[src/rtl/axi_burst_master.sv]
// rtl/axi_burst_master.sv - single-outstanding AXI4 burst initiator between a local sync RAM and an AXI slave
// Bundle widths live in axi_burst_pkg; module parameters must agree with them.
package axi_burst_pkg;
  localparam int PKG_ID_W   = 4;
  localparam int PKG_ID_R   = 4;
  localparam int PKG_ADDR_W = 4;
  localparam int PKG_DATA_W = 32;
  localparam int PKG_STRB_W = 4;

  typedef struct packed {
    logic [PKG_ID_W-1:0]   aw_id;
    logic [PKG_ADDR_W-1:0] aw_addr;
    logic [7:0]            aw_len;
    logic [2:0]            aw_size;
    logic [1:0]            aw_burst;
    logic                  aw_valid;
    logic [PKG_DATA_W-1:0] w_data;
    logic [PKG_STRB_W-1:0] w_strb;
    logic                  w_last;
    logic                  w_valid;
    logic                  b_ready;
    logic [PKG_ID_R-1:0]   ar_id;
    logic [PKG_ADDR_W-1:0] ar_addr;
    logic [7:0]            ar_len;
    logic [2:0]            ar_size;
    logic [1:0]            ar_burst;
    logic                  ar_valid;
    logic                  r_ready;
  } axi_mosi_t;

  typedef struct packed {
    logic                  aw_ready;
    logic                  w_ready;
    logic [PKG_ID_W-1:0]   b_id;
    logic                  b_valid;
    logic                  ar_ready;
    logic [PKG_ID_R-1:0]   r_id;
    logic [PKG_DATA_W-1:0] r_data;
    logic                  r_last;
    logic                  r_valid;
  } axi_miso_t;
endpackage

module axi_burst_master
  import axi_burst_pkg::*;
#(
  parameter int ID_W_WIDTH     = PKG_ID_W,
  parameter int ID_R_WIDTH     = PKG_ID_R,
  parameter int ADDR_WIDTH     = PKG_ADDR_W,
  parameter int AXI_DATA_WIDTH = PKG_DATA_W,
  parameter int BYTE_WIDTH     = 8,
  parameter int RAM_ADDR_WIDTH = 4,
  parameter int MASTER_ID      = 0,
  parameter int BATCH_WIDTH    = AXI_DATA_WIDTH / BYTE_WIDTH
) (
  input  logic                      clk_i,
  input  logic                      rst_i,
  input  logic                      cmd_valid_i,
  output logic                      cmd_ready_o,
  input  logic                      cmd_write_i,
  input  logic [ADDR_WIDTH-1:0]     cmd_axi_addr_i,
  input  logic [RAM_ADDR_WIDTH-1:0] cmd_ram_addr_i,
  input  logic [7:0]                cmd_len_i,
  output logic                      done_o,
  output logic                      err_o,
  output logic [RAM_ADDR_WIDTH-1:0] ram_addr_o,
  output logic [AXI_DATA_WIDTH-1:0] ram_wdata_o,
  output logic [BATCH_WIDTH-1:0]    ram_byte_en_o,
  input  logic [AXI_DATA_WIDTH-1:0] ram_rdata_i,
  output axi_mosi_t                 out_mosi_o,
  input  axi_miso_t                 out_miso_i
);

  typedef enum logic [2:0] {
    S_IDLE, S_AW, S_W_FETCH, S_W_DATA, S_B, S_AR, S_R, S_DONE
  } state_t;

  localparam logic [2:0] AX_SIZE = 3'($clog2(BATCH_WIDTH));

  state_t                    state_q, state_d;
  logic [7:0]                cnt_q, cnt_d;
  logic [7:0]                len_q, len_d;
  logic [ADDR_WIDTH-1:0]     axi_addr_q, axi_addr_d;
  logic [RAM_ADDR_WIDTH-1:0] ram_base_q, ram_base_d;
  logic [AXI_DATA_WIDTH-1:0] data_q, data_d;
  logic                      held_q, held_d;
  logic                      err_q, err_d;
  logic [RAM_ADDR_WIDTH-1:0] ram_cur;
  logic                      last_beat;

  assign ram_cur   = ram_base_q + cnt_q[RAM_ADDR_WIDTH-1:0];
  assign last_beat = (cnt_q == len_q);

  always_ff @(posedge clk_i or posedge rst_i) begin
    if (rst_i) begin
      state_q    <= S_IDLE;
      cnt_q      <= '0;
      len_q      <= '0;
      axi_addr_q <= '0;
      ram_base_q <= '0;
      data_q     <= '0;
      held_q     <= 1'b0;
      err_q      <= 1'b0;
    end else begin
      state_q    <= state_d;
      cnt_q      <= cnt_d;
      len_q      <= len_d;
      axi_addr_q <= axi_addr_d;
      ram_base_q <= ram_base_d;
      data_q     <= data_d;
      held_q     <= held_d;
      err_q      <= err_d;
    end
  end

  always_comb begin
    state_d       = state_q;
    cnt_d         = cnt_q;
    len_d         = len_q;
    axi_addr_d    = axi_addr_q;
    ram_base_d    = ram_base_q;
    data_d        = data_q;
    held_d        = held_q;
    err_d         = err_q;
    cmd_ready_o   = 1'b0;
    done_o        = 1'b0;
    err_o         = 1'b0;
    ram_addr_o    = '0;
    ram_wdata_o   = '0;
    ram_byte_en_o = '0;
    out_mosi_o    = '0;

    case (state_q)
      S_IDLE: begin
        cmd_ready_o = ~rst_i;
        if (cmd_valid_i) begin
          axi_addr_d = cmd_axi_addr_i;
          ram_base_d = cmd_ram_addr_i;
          len_d      = cmd_len_i;
          cnt_d      = '0;
          err_d      = 1'b0;
          state_d    = cmd_write_i ? S_AW : S_AR;
        end
      end
      S_AW: begin
        out_mosi_o.aw_valid = 1'b1;
        out_mosi_o.aw_id    = ID_W_WIDTH'(MASTER_ID);
        out_mosi_o.aw_addr  = axi_addr_q;
        out_mosi_o.aw_len   = len_q;
        out_mosi_o.aw_size  = AX_SIZE;
        out_mosi_o.aw_burst = 2'b01;
        if (out_miso_i.aw_ready) state_d = S_W_FETCH;
      end
      S_W_FETCH: begin
        ram_addr_o = ram_cur;
        held_d     = 1'b0;
        state_d    = S_W_DATA;
      end
      S_W_DATA: begin
        // RAM data arrives in the first W_DATA cycle; the register holds it across WREADY stalls.
        ram_addr_o         = ram_cur;
        out_mosi_o.w_valid = 1'b1;
        out_mosi_o.w_data  = held_q ? data_q : ram_rdata_i;
        out_mosi_o.w_strb  = '1;
        out_mosi_o.w_last  = last_beat;
        if (!held_q) begin
          data_d = ram_rdata_i;
          held_d = 1'b1;
        end
        if (out_miso_i.w_ready) begin
          held_d = 1'b0;
          if (last_beat) begin
            state_d = S_B;
          end else begin
            cnt_d   = cnt_q + 8'd1;
            state_d = S_W_FETCH;
          end
        end
      end
      S_B: begin
        out_mosi_o.b_ready = 1'b1;
        if (out_miso_i.b_valid) begin
          err_d   = err_q | (out_miso_i.b_id != ID_W_WIDTH'(MASTER_ID));
          state_d = S_DONE;
        end
      end
      S_AR: begin
        out_mosi_o.ar_valid = 1'b1;
        out_mosi_o.ar_id    = ID_R_WIDTH'(MASTER_ID);
        out_mosi_o.ar_addr  = axi_addr_q;
        out_mosi_o.ar_len   = len_q;
        out_mosi_o.ar_size  = AX_SIZE;
        out_mosi_o.ar_burst = 2'b01;
        if (out_miso_i.ar_ready) state_d = S_R;
      end
      S_R: begin
        out_mosi_o.r_ready = 1'b1;
        ram_addr_o         = ram_cur;
        if (out_miso_i.r_valid) begin
          ram_wdata_o   = out_miso_i.r_data;
          ram_byte_en_o = '1;
          err_d = err_q | (out_miso_i.r_id != ID_R_WIDTH'(MASTER_ID))
                        | (out_miso_i.r_last != last_beat);
          if (last_beat) state_d = S_DONE;
          else           cnt_d   = cnt_q + 8'd1;
        end
      end
      S_DONE: begin
        done_o  = 1'b1;
        err_o   = err_q;
        state_d = S_IDLE;
      end
      default: state_d = S_IDLE;
    endcase
  end

endmodule

[config.mk]
export PLATFORM = sky130hd
export DESIGN_NAME = axi_burst_master
export DESIGN_NICKNAME = d
export VERILOG_FILES = /design/src/rtl/axi_burst_master.sv
export SDC_FILE = /design/constraint.sdc
export NUM_CORES = 1
export LEC_CHECK = 0
export BUFFER_PORTS_ARGS = -buffer_cell sky130_fd_sc_hd__clkbuf_2
export CAP_MARGIN = 25
export CORE_MARGIN = 10
export CORE_UTILIZATION = 49
export DETAILED_ROUTE_END_ITERATION = 10
export PLACE_DENSITY_LB_ADDON = 0.3
export SLEW_MARGIN = 0
export SYNTH_ARGS = -nofsm -noshare
export SYNTH_HDL_FRONTEND = slang
export SYNTH_SLANG_ARGS = --single-unit
export TNS_END_PERCENT = 10
[constraint.sdc]
create_clock -name clk_i -period 6 [get_ports clk_i]
set_input_delay 1.2 -clock clk_i [delete_from_list [all_inputs] [get_ports clk_i]]
set_output_delay 1.2 -clock clk_i [all_outputs]
set_load 0.02 [all_outputs]
* After elaboration in Yosys (flattened, before gate mapping)
Index checks and enable logic that the tools add are counted.
** Word-level totals
- Flip-flop bits (word level) :: 61
- Bits of input ports :: 98
- Word-level logic and storage cells :: 76
** Cells by class
- $add $sub $neg :: 2
- Equal/unequal tests :: 16
- Mux-type cells :: 35
- Bitwise logic cells :: 4
- Reductions and logical operators :: 11
** Operators with widths (number)
- 2-to-1 mux 32 bit :: 3
- 2-to-1 mux 38 bit :: 1
- 2-to-1 mux 18 bit :: 2
- 2-to-1 mux 8 bit :: 4
- 2-to-1 mux 3 bit :: 9
- one-hot mux 3 bit (8 select lines) :: 1
- one-hot mux 8 bit (3 select lines) :: 1
- != test 2 bit, second input constant :: 7
- == test 3 bit, second input constant :: 4
- 2-to-1 mux 4 bit :: 3
- 2-to-1 mux 1 bit :: 9
- adder 8 x 1 -> 8 bit, second input constant :: 1
- == test 8 bit :: 1
- AND reduction 4 bit :: 2
- nonzero test 4 bit :: 2
- AND reduction 7 bit :: 1
- == test 3 x 2 -> 1 bit, second input constant :: 2
- nonzero test 3 bit :: 2
- adder 4 bit :: 1
- == test 3 x 1 -> 1 bit, second input constant :: 1
- logical NOT 3 bit :: 1
- bitwise OR 1 bit :: 3
- one-hot mux 1 bit (3 select lines) :: 1
- OR reduction 3 bit :: 1
- 5 further kinds :: 5

* Longest topological paths before layout
Gate-level depths: netlist of run 1.
- Depth in word-level cells :: 5
- Mapped depth :: 8
- Depth with buffers taken out :: 6

* Least setup slack after synthesis of run 1
No wires, ideal clock.
- Kind :: in2out
- Start :: input out_miso_i[0] (netlist bit)
- End :: output ram_wdata_o[10]
- Arrival :: 1.919 ns
- Data required time :: 4.800 ns
- Setup slack :: 2.881 ns
- Stages on the path :: 3
- Cell sequence :: clkbuf_1 clkbuf_1 and3_1
** On the way
- Word-level cells in the longest chain between the ends :: 2
** RTL lines
- start, declared :: line 71 : input axi_miso_t out_miso_i
- 2-to-1 mux 32 bit :: line 199 : if (out_miso_i.r_valid) begin
- 2-to-1 mux 32 bit :: line 133 : case (state_q)
- end, declared :: line 67 : output logic [AXI_DATA_WIDTH-1:0] ram_wdata_o,
No other way between the ends.

==> results by group, run 1 <==
Run status
  – Status: completed

Timing
  – Fin crit share: between 60% and 70%
  – Fmax: about 250 MHz
  – Slew @ Worst Pin: 1.044 ns
  – Final setup vio count: 0
  – Fin. Hold Viols: 0
  – Final Critical Period: approximately 4 ns
  – Slew Limit Fails: 0
  – RSZ-0062 raised after global routing: false
  – Slew margin rel.: 30.32%
  – Skew final: 0.01154 ns
  – TNS Setup: 0 ns

Clock tree
  – Worst skew pair latency: ~0.33 ns
  – CTS tree: built
  – H-tree Lvls: 3
  – Clock sinks: a little over 60
  – Clock root cell: clkbuf_8
  – Hold Buf Count CTS: 0
  – Worst-path clk slew: 0.07 ns
  – # Post-CTS Setup Buffers: 0
  – CTS buffer count: 9
  – Post-CTS Resized: 0
  – Clk buf depth: 2

Critical path
  – Max incr delay on CP: 0.95 ns
  – Worst setup SP type: flip-flop
  – Peak fanout along the critical path: 27
  – Crit path arrival time: 2.75 ns
  – Worst endpoint required time: 4.80 ns
  – Worst setup path category: reg -> out
  – CP delay by family, top: flip-flops
  – CP Cell Sequence: inv_1 -> nor3_2 -> buf_6 -> and2_1 -> clkbuf_2
  – Worst path bufs/invs: 3
  – Crit end category: output port
  – Worst path slowest cell: dfrtp_1

Power and ir drop
  – Int Pwr: 1.422 mW
  – Net Sw Frac: about half
  – Power density cells: between 500 and 600 mW/mm^2
  – Comb power frac: 58.4%
  – Psw: 1.330 mW
  – Reg power frac: 30.2%
  – VDD IR-drop max: 0.3809 mV
  – Clock network fraction of total power: 11.4%
  – Leakage power: 2.880 nW

Synth
  – Sequential area share after synthesis: 37.07%
  – Yosys top cell by area: dfrtp_1
  – Netlist cell types: 52
  – Mapped cell area: 0.004118 mm^2
  – Synth top area share: between 30% and 40%
  – Syn_area_per_cell: around 10 um^2
  – Share of flip-flops with an asynchronous set or reset: 100.0%
  – YS warnings: 0
  – Post-synth top flop: dfrtp_1
  – EDFF count, synth: 0
  – #FFs+latches synth: 61
  – Syn Inst Count: ~410
  – Top cells by area, synth: dfrtp_1 37%, mux2_1 11%, mux2i_1 8.3%

Finish
  – Multi-input logic area: around 0.0022 mm^2
  – Filler Cells Inserted: 701
  – Fin nets: ~700
  – Syn-to-layout area delta: 26.41%
  – Ant. Diodes: 0
  – Total area of sequential cells: 0.001528 mm^2
  – Share of layout cells above drive strength 1: 42.24%
  – Design area: roughly 0.0052 mm^2

Routing
  – Total number of vias: between 3000 and 4000
  – Vias per cell: 5.212
  – 1st-pass router iterations: 4
  – ANT nets after route: 0
  – WL per Instance: 17.74 um
  – Initial DRC count: 246
  – Post-Route WL: between 10000 and 15000 um
  – Residual DRC: 0

GRT
  – GRT Residual Overflow: 0
  – First-pass GRT wire length: 20240 um
  – Initial antenna violation count: 0
  – Vias in the first global route: around 4000
  – Largest net degree at the start of global routing: 54
  – Total track usage: 19.31%

Floorplan
  – Starting Density: 50.11%
  – Die footprint: 0.01247 mm^2
  – Core area: 0.008217 mm^2
  – Die Y: 111.7 um
  – IO Pins: between 200 and 250
  – Die X-Extent: 111.7 um
  – # rows: 33

Hold path
  – HP Class: reg -> reg

Placed design
  – RePlAce Congestion: about 0.85
  – Count of buffers from port buffering: 210
  – Placed inst area: ~0.005 mm^2
  – Detail Placement HPWL: ~9800 um

Run
  – Max-Cap Viols: 0
## flip-flops by register name, summed over array words and instances, names as in the netlist
register	count
err_q	1
state_q	3
axi_addr_q	4
held_q	1
cnt_q	8
len_q	8
ram_base_q	4
data_q	32
## cell usage after synthesis, types with 3 or more instances
cell and count:
dfrtp_1 61, and3_1 50, nor2_1 43, mux2_1 40, mux2i_1 34, buf_4 29
and2_1 15, clkbuf_1 15, nand2_1 15, xnor2_1 13, inv_1 9, mux2_2 8
buf_2 6, buf_6 6, nor3_1 6, a21o_1 4, a21oi_1 4, ha_1 4
nand3_1 4, a32oi_1 3, nand4_1 3
## worst paths after layout
path | start | to | slack (ns) | depth (start not counted)
setup / recovery | state_q[0]$_DFFE_PP0P_ | out_mosi_o[75] | 2.05 | 5
hold / removal | data_q[10]$_DFFE_PP0P_ | data_q[10]$_DFFE_PP0P_ | 0.49 | 1
setup reg to reg | state_q[0]$_DFFE_PP0P_ | data_q[30]$_DFFE_PP0P_ | 3.07 | 5
hold reg to reg | data_q[10]$_DFFE_PP0P_ | data_q[10]$_DFFE_PP0P_ | 0.49 | 1
max in group asynchronous | rst_i | held_q$_DFFE_PP0P_ | 4.30 | 3
min in group asynchronous | rst_i | len_q[6]$_DFFE_PP0P_ | 0.76 | 2
## placed cells by master, fill, tap and decap left out, drive strengths merged, types with 3 or more instances in the layout
cell type,instances
buf,5
a21oi,6
inv,10
mux2,49
nor2,45
nand4,3
a32oi,3
nor3,6
conb,14
o21ai,4
a21o,4
clkbuf,220
xnor2,13
dfrtp,61
ha,4
clkinv,5
and3,50
nand3,4
nand2,15
mux2i,34
and2,15
## routing by layer
metal  up-vias  share of wire (%)  GRT usage, %
li1       1759                  -             -
met4         0               0.86         4.542
met2       170                 46         31.66
met1      1732                 43         22.90
met5         -                  0             0
met3         8                 10         8.213
## stage by stage
step | setup slack, ns | utilization (%) | total power [mW] | std cells | hold WS [ns]
after floorplan | 2.881 | - | 2.068 | 424 | 0.4579
after global placement | 2.279 | 60.93 | 2.401 | 686 | 0.4667
after detailed placement | 2.151 | 60.93 | 2.449 | 686 | 0.4758
after CTS | 1.764 | 62.97 | 2.770 | 702 | 0.4896
after global routing | 1.815 | 63.35 | 2.970 | 704 | 0.4957
final | 2.048 | 63.35 | 2.753 | 704 | 0.4876
## power groups by stage
stage / Combinational (mW) / Clock [mW] / Sequential [mW]
2_1_floorplan: 1.35 / 0 / 0.716
4_1_cts: 1.58 / 0.326 / 0.867
6_report: 1.61 / 0.313 / 0.831
3_5_place_dp: 1.57 / 0 / 0.876
5_1_grt: 1.76 / 0.348 / 0.865
3_3_place_gp: 1.54 / 0 / 0.860
## cells by family after synthesis
logic type,share of synthesized area [%]
adders and majority gates,1.702
AOI/OAI and AO/OA,5.835
muxes,21.76
DFF,37.07
other,0.09107
xor gates and xnor gates,2.978
and+or+nand+nor,20.63
buffers and inverters,9.936
## cell type report
class / instances / share of cell area, %
Inverter: 10 / 0.7212
Tap cell: 105 / 2.524
Clock inverter: 6 / 0.7692
Clock buffer: 10 / 2.452
Timing Repair Buffer: 215 / 21.23
Sequential cell: 61 / 29.35
Multi-Input combinational cell: 297 / 42.96
(Power assumes the default switching activity.)
==> run 2, diff against run 1 <==
- CORE_UTILIZATION: 49 -> 41
- clock period: 6 -> 3.6 ns (I/O delays scaled with it)
==> results by group, run 2 (same netlist as run 1, synthesis figures left out) <==
Routing
  – Post-Route WL: 12050 um (was 12490 um)
  – Total number of vias: 3603 (was 3669)
  – Initial DRC count: 187 (was 246)
  – Vias per cell: 4.909 (was 5.212)
  – Residual DRC: 0 (unchanged)
  – WL per Instance: 16.41 um (was 17.74 um)
  – 1st-pass router iterations: 4 (unchanged)
  – ANT nets after route: 0 (unchanged)

Power and ir drop
  – Power density cells: 877.1 mW/mm^2 (was 528.8 mW/mm^2)
  – VDD IR-drop max: 0.4979 mV (was 0.3809 mV)
  – Net Sw Frac: 47.07% (was 48.32%)
  – Pwr Total: 4.608 mW (was 2.753 mW)
  – Int Pwr: 2.439 mW (was 1.422 mW)
  – Clock network fraction of total power: 12.3% (was 11.4%)
  – Leakage power: 2.895 nW (was 2.880 nW)
  – Reg power frac: 29.5% (was 30.2%)
  – Comb power frac: 58.2% (was 58.4%)
  – Psw: 2.169 mW (was 1.330 mW)

Clock tree
  – Post-CTS Resized: 0 (unchanged)
  – H-tree Lvls: 3 (unchanged)
  – CTS tree: built (unchanged)
  – Hold Buf Count CTS: 0 (unchanged)
  – Clock root cell: clkbuf_8 (unchanged)
  – Worst-path clk slew: 0.07 ns (about the same)
  – Clk buf depth: 2 (unchanged)
  – Worst skew pair latency: 0.34 ns (was 0.33 ns)
  – Clock sinks: 61 (unchanged)
  – CTS buffer count: 9 (unchanged)
  – # Post-CTS Setup Buffers: 0 (unchanged)

GRT
  – Largest net degree at the start of global routing: 37 (was 54)
  – Vias in the first global route: 3914 (was 3886)
  – GRT Residual Overflow: 0 (unchanged)
  – Total track usage: 16.43% (was 19.31%)
  – First-pass GRT wire length: 19670 um (was 20240 um)
  – Initial antenna violation count: 0 (unchanged)

Critical path
  – Crit end category: output port (unchanged)
  – Worst endpoint required time: 2.88 ns (was 4.80 ns)
  – Worst setup SP type: flip-flop (unchanged)
  – Worst path slowest cell: dfrtp_1 (unchanged)
  – Crit path arrival time: 2.38 ns (was 2.75 ns)
  – Peak fanout along the critical path: 20 (was 27)
  – CP Cell Sequence: or2_1 -> buf_4 -> nor2_1 -> clkbuf_2 (was inv_1 -> nor3_2 -> buf_6 -> and2_1 -> clkbuf_2)
  – Worst setup path category: reg -> out (unchanged)
  – Max incr delay on CP: 0.78 ns (was 0.95 ns)

Floorplan
  – Die Y: 120.2 um (was 111.7 um)
  – # rows: 36 (was 33)
  – Core area: 0.009774 mm^2 (was 0.008217 mm^2)
  – IO Pins: 225 (unchanged)
  – Die X-Extent: 120.2 um (was 111.7 um)
  – Die footprint: 0.01445 mm^2 (was 0.01247 mm^2)
  – Starting Density: 42.13% (was 50.11%)

Timing
  – Fin. Hold Viols: 0 (unchanged)
  – Final setup vio count: 0 (unchanged)
  – Slew @ Worst Pin: 1.050 ns (was 1.044 ns)
  – Final Critical Period: 3.101 ns
  – Fmax: 322.4 MHz
  – RSZ-0062 raised after global routing: false (unchanged)
  – Skew final: 0.007178 ns (was 0.01154 ns)
  – Setup slack after layout: 0.4987 ns (was 2.048 ns)
  – Hold WS: 0.4631 ns (was 0.4876 ns)
  – Slew margin rel.: 29.98% (was 30.32%)
  – Slew Limit Fails: 0 (unchanged)
  – TNS Setup: 0 ns (unchanged)
  – Fin crit share: 86.15%

Placed design
  – Count of buffers from port buffering: 210 (unchanged)
  – Inst Count DP: 719 (was 686)
  – RePlAce Congestion: 0.8476 (was 0.8481)
  – Placement Setup Slack: 0.8949 ns (was 2.151 ns)
  – Detail Placement HPWL: 9792 um (was 9849 um)
  – Placed inst area: 0.005074 mm^2 (was 0.005006 mm^2)

Finish
  – Commonest non-fill, non-tap cell in the layout: clkbuf_2 (unchanged)
  – Share of layout cells above drive strength 1: 42.26% (was 42.24%)
  – Ant. Diodes: 0 (unchanged)
  – Syn-to-layout area delta: 27.59% (was 26.41%)
  – Max FFs per register: 32 (unchanged)
  – Top flop regs: data_q (32), cnt_q (8), len_q (8) (unchanged)
  – Final Util: 53.75% (was 63.35%)
  – Commonest non-fill, non-tap cells in the layout: 210 x clkbuf_2, 60 x dfrtp_1, 50 x and3_1 (unchanged)
  – Design area: 0.005254 mm^2 (was 0.005205 mm^2)
  – Final Non-Filler Cells: 734 (was 704)
  – Fin nets: 700 (was 697)
  – Largest reg by FF count: data_q (unchanged)

Run status
  – Status: completed (unchanged)

Hold path
  – HP Class: in -> async (was reg -> reg)

Run
  – Max-Cap Viols: 0 (unchanged)
## run 2: cell types whose count changed in the layout (fill, tap and decap cells not counted)
cell,change
buf_6,-1
buf_12,-1
nor3_2,-1
buf_4,+5
clkinv_4,-2
nor3_1,+1
bufinv_16,+1
## run 2: cell type report
class | instances | area (um^2)
timing repair buffer | 218 | 1111
fill | 928 | 4521
clock buffer | 10 | 127.6
tap | 133 | 166.4
sequential | 61 | 1528
clock inverter | 5 | 52.55
inverter | 10 | 37.54
multi-input combinational | 297 | 2231
## run 2: power by group through the flow
stage | sequential (mW) | combinational (mW) | clock, mW
after global placement | 1.35 | 2.65 | 0
after CTS | 1.36 | 2.73 | 0.585
after global routing | 1.42 | 2.97 | 0.621
after detailed placement | 1.38 | 2.71 | 0
final | 1.36 | 2.68 | 0.565
after floorplan | 1.19 | 2.25 | 0
## run 2: final timing paths
kind	startpoint	to	slack (ns)	cells past startpoint
max	state_q[2]$_DFFE_PP0P_	out_mosi_o[45]	0.50	4
min	rst_i	held_q$_DFFE_PP0P_	0.46	2
max reg2reg	state_q[2]$_DFFE_PP0P_	data_q[2]$_DFFE_PP0P_	1.07	4
min reg2reg	data_q[1]$_DFFE_PP0P_	data_q[1]$_DFFE_PP0P_	0.49	1
max in group asynchronous	rst_i	data_q[5]$_DFFE_PP0P_	2.46	3
min in group clk_i	data_q[1]$_DFFE_PP0P_	data_q[1]$_DFFE_PP0P_	0.49	1
## run 2: per-layer routing
layer | up-vias | GRT usage, % | wire length (um)
met5 | - | 0 | 0
met4 | 0 | 5.053 | 195
met3 | 17 | 7.259 | 1211
met2 | 158 | 28.30 | 5913
met1 | 1667 | 17.83 | 4725
li1 | 1761 | - | -
## run 2: worst max-delay path: cells and delay by family (launching register included)
kind	cells	cell delay, ns
buffers and inverters	2	0.54
DFF	1	0.78
and+or+nand+nor	2	0.71
==> run 3, diff against run 2 <==
--- a/config.mk
+++ b/config.mk
@@ -13,2 +13,3 @@
 export PLACE_DENSITY_LB_ADDON = 0.3
+export RECOVER_POWER = 50
 export SLEW_MARGIN = 0
==> constraint.sdc (replaced) <==
create_clock -name clk_i -period 3.6 [get_ports clk_i]
set_input_delay 0 -clock clk_i [delete_from_list [all_inputs] [get_ports clk_i]]
set_output_delay 0 -clock clk_i [all_outputs]
set_load 0.02 [all_outputs]
==> results by group, run 3 (same netlist as run 1, synthesis figures left out) <==
Run status
  – Status: finished, violations left (was completed)
  – Failing checks: max-capacitance violations, max-slew violations

Placed design
  – Placed inst area: 0.005044 mm^2 (was 0.005074 mm^2)
  – Detail Placement HPWL: 9706 um (was 9792 um)
  – Count of buffers from port buffering: 210 (unchanged)
  – RePlAce Congestion: 0.7907 (was 0.8476)
  – Placement Setup Slack: 1.144 ns (was 0.8949 ns)

Timing
  – Final Critical Period: 2.777 ns (was 3.101 ns)
  – Slew Limit Fails: 35 (was 0)
  – Setup slack after layout: 0.8226 ns (was 0.4987 ns)
  – Slew margin rel.: -24.31% (was 29.98%)
  – Slew @ Worst Pin: 1.865 ns (was 1.050 ns)
  – TNS Setup: 0 ns (unchanged)
  – Final setup vio count: 0 (unchanged)
  – Skew final: 0.004911 ns (was 0.007178 ns)
  – Fmax: 360.0 MHz (was 322.4 MHz)
  – Fin crit share: 77.15% (was 86.15%)
  – Fin. Hold Viols: 0 (unchanged)
  – RSZ-0062 raised after global routing: false (unchanged)

Clock tree
  – CTS buffer count: 9 (unchanged)
  – Worst-path clk slew: 0.07 ns (about the same)
  – # Post-CTS Setup Buffers: 0 (unchanged)
  – H-tree Lvls: 3 (unchanged)
  – Worst skew pair latency: 0.33 ns (was 0.34 ns)
  – Clock root cell: clkbuf_8 (unchanged)
  – CTS tree: built (unchanged)
  – Clk buf depth: 2 (unchanged)
  – Clock sinks: 61 (unchanged)

Power and ir drop
  – Power density cells: 818.0 mW/mm^2 (was 877.1 mW/mm^2)
  – Reg power frac: 30.2% (was 29.5%)
  – Comb power frac: 56.7% (was 58.2%)
  – Clock network fraction of total power: 13.2% (was 12.3%)
  – Int Pwr: 2.450 mW (was 2.439 mW)
  – Net Sw Frac: 47.28% (was 47.07%)
  – Psw: 2.197 mW (was 2.169 mW)
  – VDD IR-drop max: 0.6383 mV (was 0.4979 mV)
  – Leakage power: 2.995 nW (was 2.895 nW)

Routing
  – Residual DRC: 0 (unchanged)
  – ANT nets after route: 0 (unchanged)
  – Initial DRC count: 258 (was 187)
  – WL per Instance: 16.77 um (was 16.41 um)
  – Vias per cell: 4.922 (was 4.909)
  – Post-Route WL: 13130 um (was 12050 um)
  – 1st-pass router iterations: 4 (unchanged)
  – Total number of vias: 3854 (was 3603)

Finish
  – Top flop regs: data_q (32), cnt_q (8), len_q (8) (unchanged)
  – Design area: 0.005680 mm^2 (was 0.005254 mm^2)
  – Ant. Diodes: 0 (unchanged)
  – Filler Cells Inserted: 871 (was 928)
  – Syn-to-layout area delta: 37.95% (was 27.59%)
  – Largest reg by FF count: data_q (unchanged)
  – Commonest non-fill, non-tap cells in the layout: 184 x clkbuf_2, 61 x dfrtp_1, 51 x dlygate4sd3_1 (was 210 x clkbuf_2, 60 x dfrtp_1, 50 x and3_1)
  – Fin nets: 748 (was 700)
  – Commonest non-fill, non-tap cell in the layout: clkbuf_2 (unchanged)
  – Share of layout cells above drive strength 1: 33.54% (was 42.26%)
  – Max FFs per register: 32 (unchanged)

GRT
  – Met3 Usage GRT: 7.166% (was 7.259%)
  – Initial antenna violation count: 0 (unchanged)
  – First-pass GRT wire length: 20820 um (was 19670 um)
  – Busiest grt layer: met2 (unchanged)
  – GRT Residual Overflow: 0 (unchanged)
  – Total track usage: 17.42% (was 16.43%)
  – Met2 usage: 30.61% (was 28.30%)
  – Vias in the first global route: 4157 (was 3914)
  – Grt met1 use: 18.69% (was 17.83%)
  – Largest net degree at the start of global routing: 38 (was 37)

Floorplan
  – Die X-Extent: 120.2 um (unchanged)
  – IO Pins: 225 (unchanged)
  – Die Y: 120.2 um (unchanged)
  – Die footprint: 0.01445 mm^2 (unchanged)
  – Core area: 0.009774 mm^2 (unchanged)
  – Starting Density: 42.13% (unchanged)
  – # rows: 36 (unchanged)

Critical path
  – Crit path arrival time: 2.99 ns (was 2.38 ns)
  – Critical path launch point: state_q[1]$_DFFE_PP0P_ (was state_q[2]$_DFFE_PP0P_)
  – Worst reg2reg path startpoint: state_q[1]$_DFFE_PP0P_ (was state_q[2]$_DFFE_PP0P_)
  – Worst path slowest cell: nor4b_1 (was dfrtp_1)
  – Peak fanout along the critical path: 20 (unchanged)
  – CP Cell Sequence: nor4b_1 -> clkbuf_1 -> mux2_2 (was or2_1 -> buf_4 -> nor2_1 -> clkbuf_2)
  – Max incr delay on CP: 1.01 ns (was 0.78 ns)
  – Worst setup SP type: flip-flop (unchanged)
  – Worst setup path category: reg -> reg (was reg -> out)
  – Crit end category: flip-flop (was output port)
  – Worst endpoint required time: 3.81 ns (was 2.88 ns)

Hold path
  – HP Class: in -> reg (was in -> async)
  – Hold path start: out_miso_i[42]

Run
  – Max-Cap Viols: 1 (was 0)
## run 3: cell types whose count changed in the layout (fill, tap and decap cells not counted), sizes merged
cell         before  now
dlygate4sd3       0   51
clkinv            3    2
buf               8    3
clkbuf          220  224
## run 3: final timing paths
path	end	slack, ns	cells after the start
hold reg to reg	data_q[16]$_DFFE_PP0P_	0.49	1
hold / removal	err_q$_DFFE_PP0P_	0.02	5
setup / recovery	len_q[1]$_DFFE_PP0P_	0.82	3
setup reg to reg	len_q[1]$_DFFE_PP0P_	0.82	3
min in group asynchronous	err_q$_DFFE_PP0P_	0.42	3
max in group asynchronous	len_q[2]$_DFFE_PP0P_	2.13	4
## run 3: worst max-delay path, delay by kind of cell, from the launching register on
| kind | cells | cell delay, ns |
|---|---|---|
| buf+inv | 1 | 0.62 |
| simple gates | 1 | 1.01 |
| flops | 1 | 0.61 |
| mux | 1 | 0.41 |
## run 3: repair_timing
action                                  4_1_cts  5_1_grt
hold buffers                                 51        0
endpoints found under the setup margin        0        0
endpoints found under the hold margin        74        0
resized for setup                             0        0
## run 3: area by class of cell
type                    instances  area (um^2)  share of cell area, %
flip-flops and latches         61         1526                  26.87
inverters                      10        37.54                 0.6608
multi-input cells             297         2198                  38.70
clock inverters                 4        47.55                 0.8370
clock buffers                  12        145.1                  2.555
repair buffers                266         1559                  27.45
well taps                     133        166.4                  2.930
## run 3: power by group through the flow
stage | clock (mW) | combinational [mW] | sequential (mW)
global route | 0.646 | 2.88 | 1.46
floorplan | 0 | 2.25 | 1.19
detailed placement | 0 | 2.64 | 1.43
finish | 0.612 | 2.63 | 1.40
global placement | 0 | 2.58 | 1.41
CTS | 0.622 | 2.69 | 1.41
## run 3: metrics by stage
| step | util (%) | hold slack, ns | power, mW | instances |
|---|---|---|---|---|
| 4_1_cts | 58.79 | 0.007737 | 4.727 | 782 |
| 3_5_place_dp | 51.60 | 0.06919 | 4.071 | 715 |
| 5_1_grt | 58.12 | 0.02732 | 4.989 | 783 |
| 3_3_place_gp | 51.60 | 0.06255 | 3.982 | 715 |
| 6_report | 58.12 | 0.01790 | 4.646 | 783 |
| 2_1_floorplan | - | 0.07938 | 3.447 | 424 |
## run 3: routing by layer
| layer | vias to the layer above | wire length [um] |
|---|---|---|
| li1 | 1856 | - |
| met1 | 1820 | 5117 |
| met2 | 167 | 6601 |
| met3 | 11 | 1265 |
| met4 | 0 | 147 |
| met5 | - | 0 |
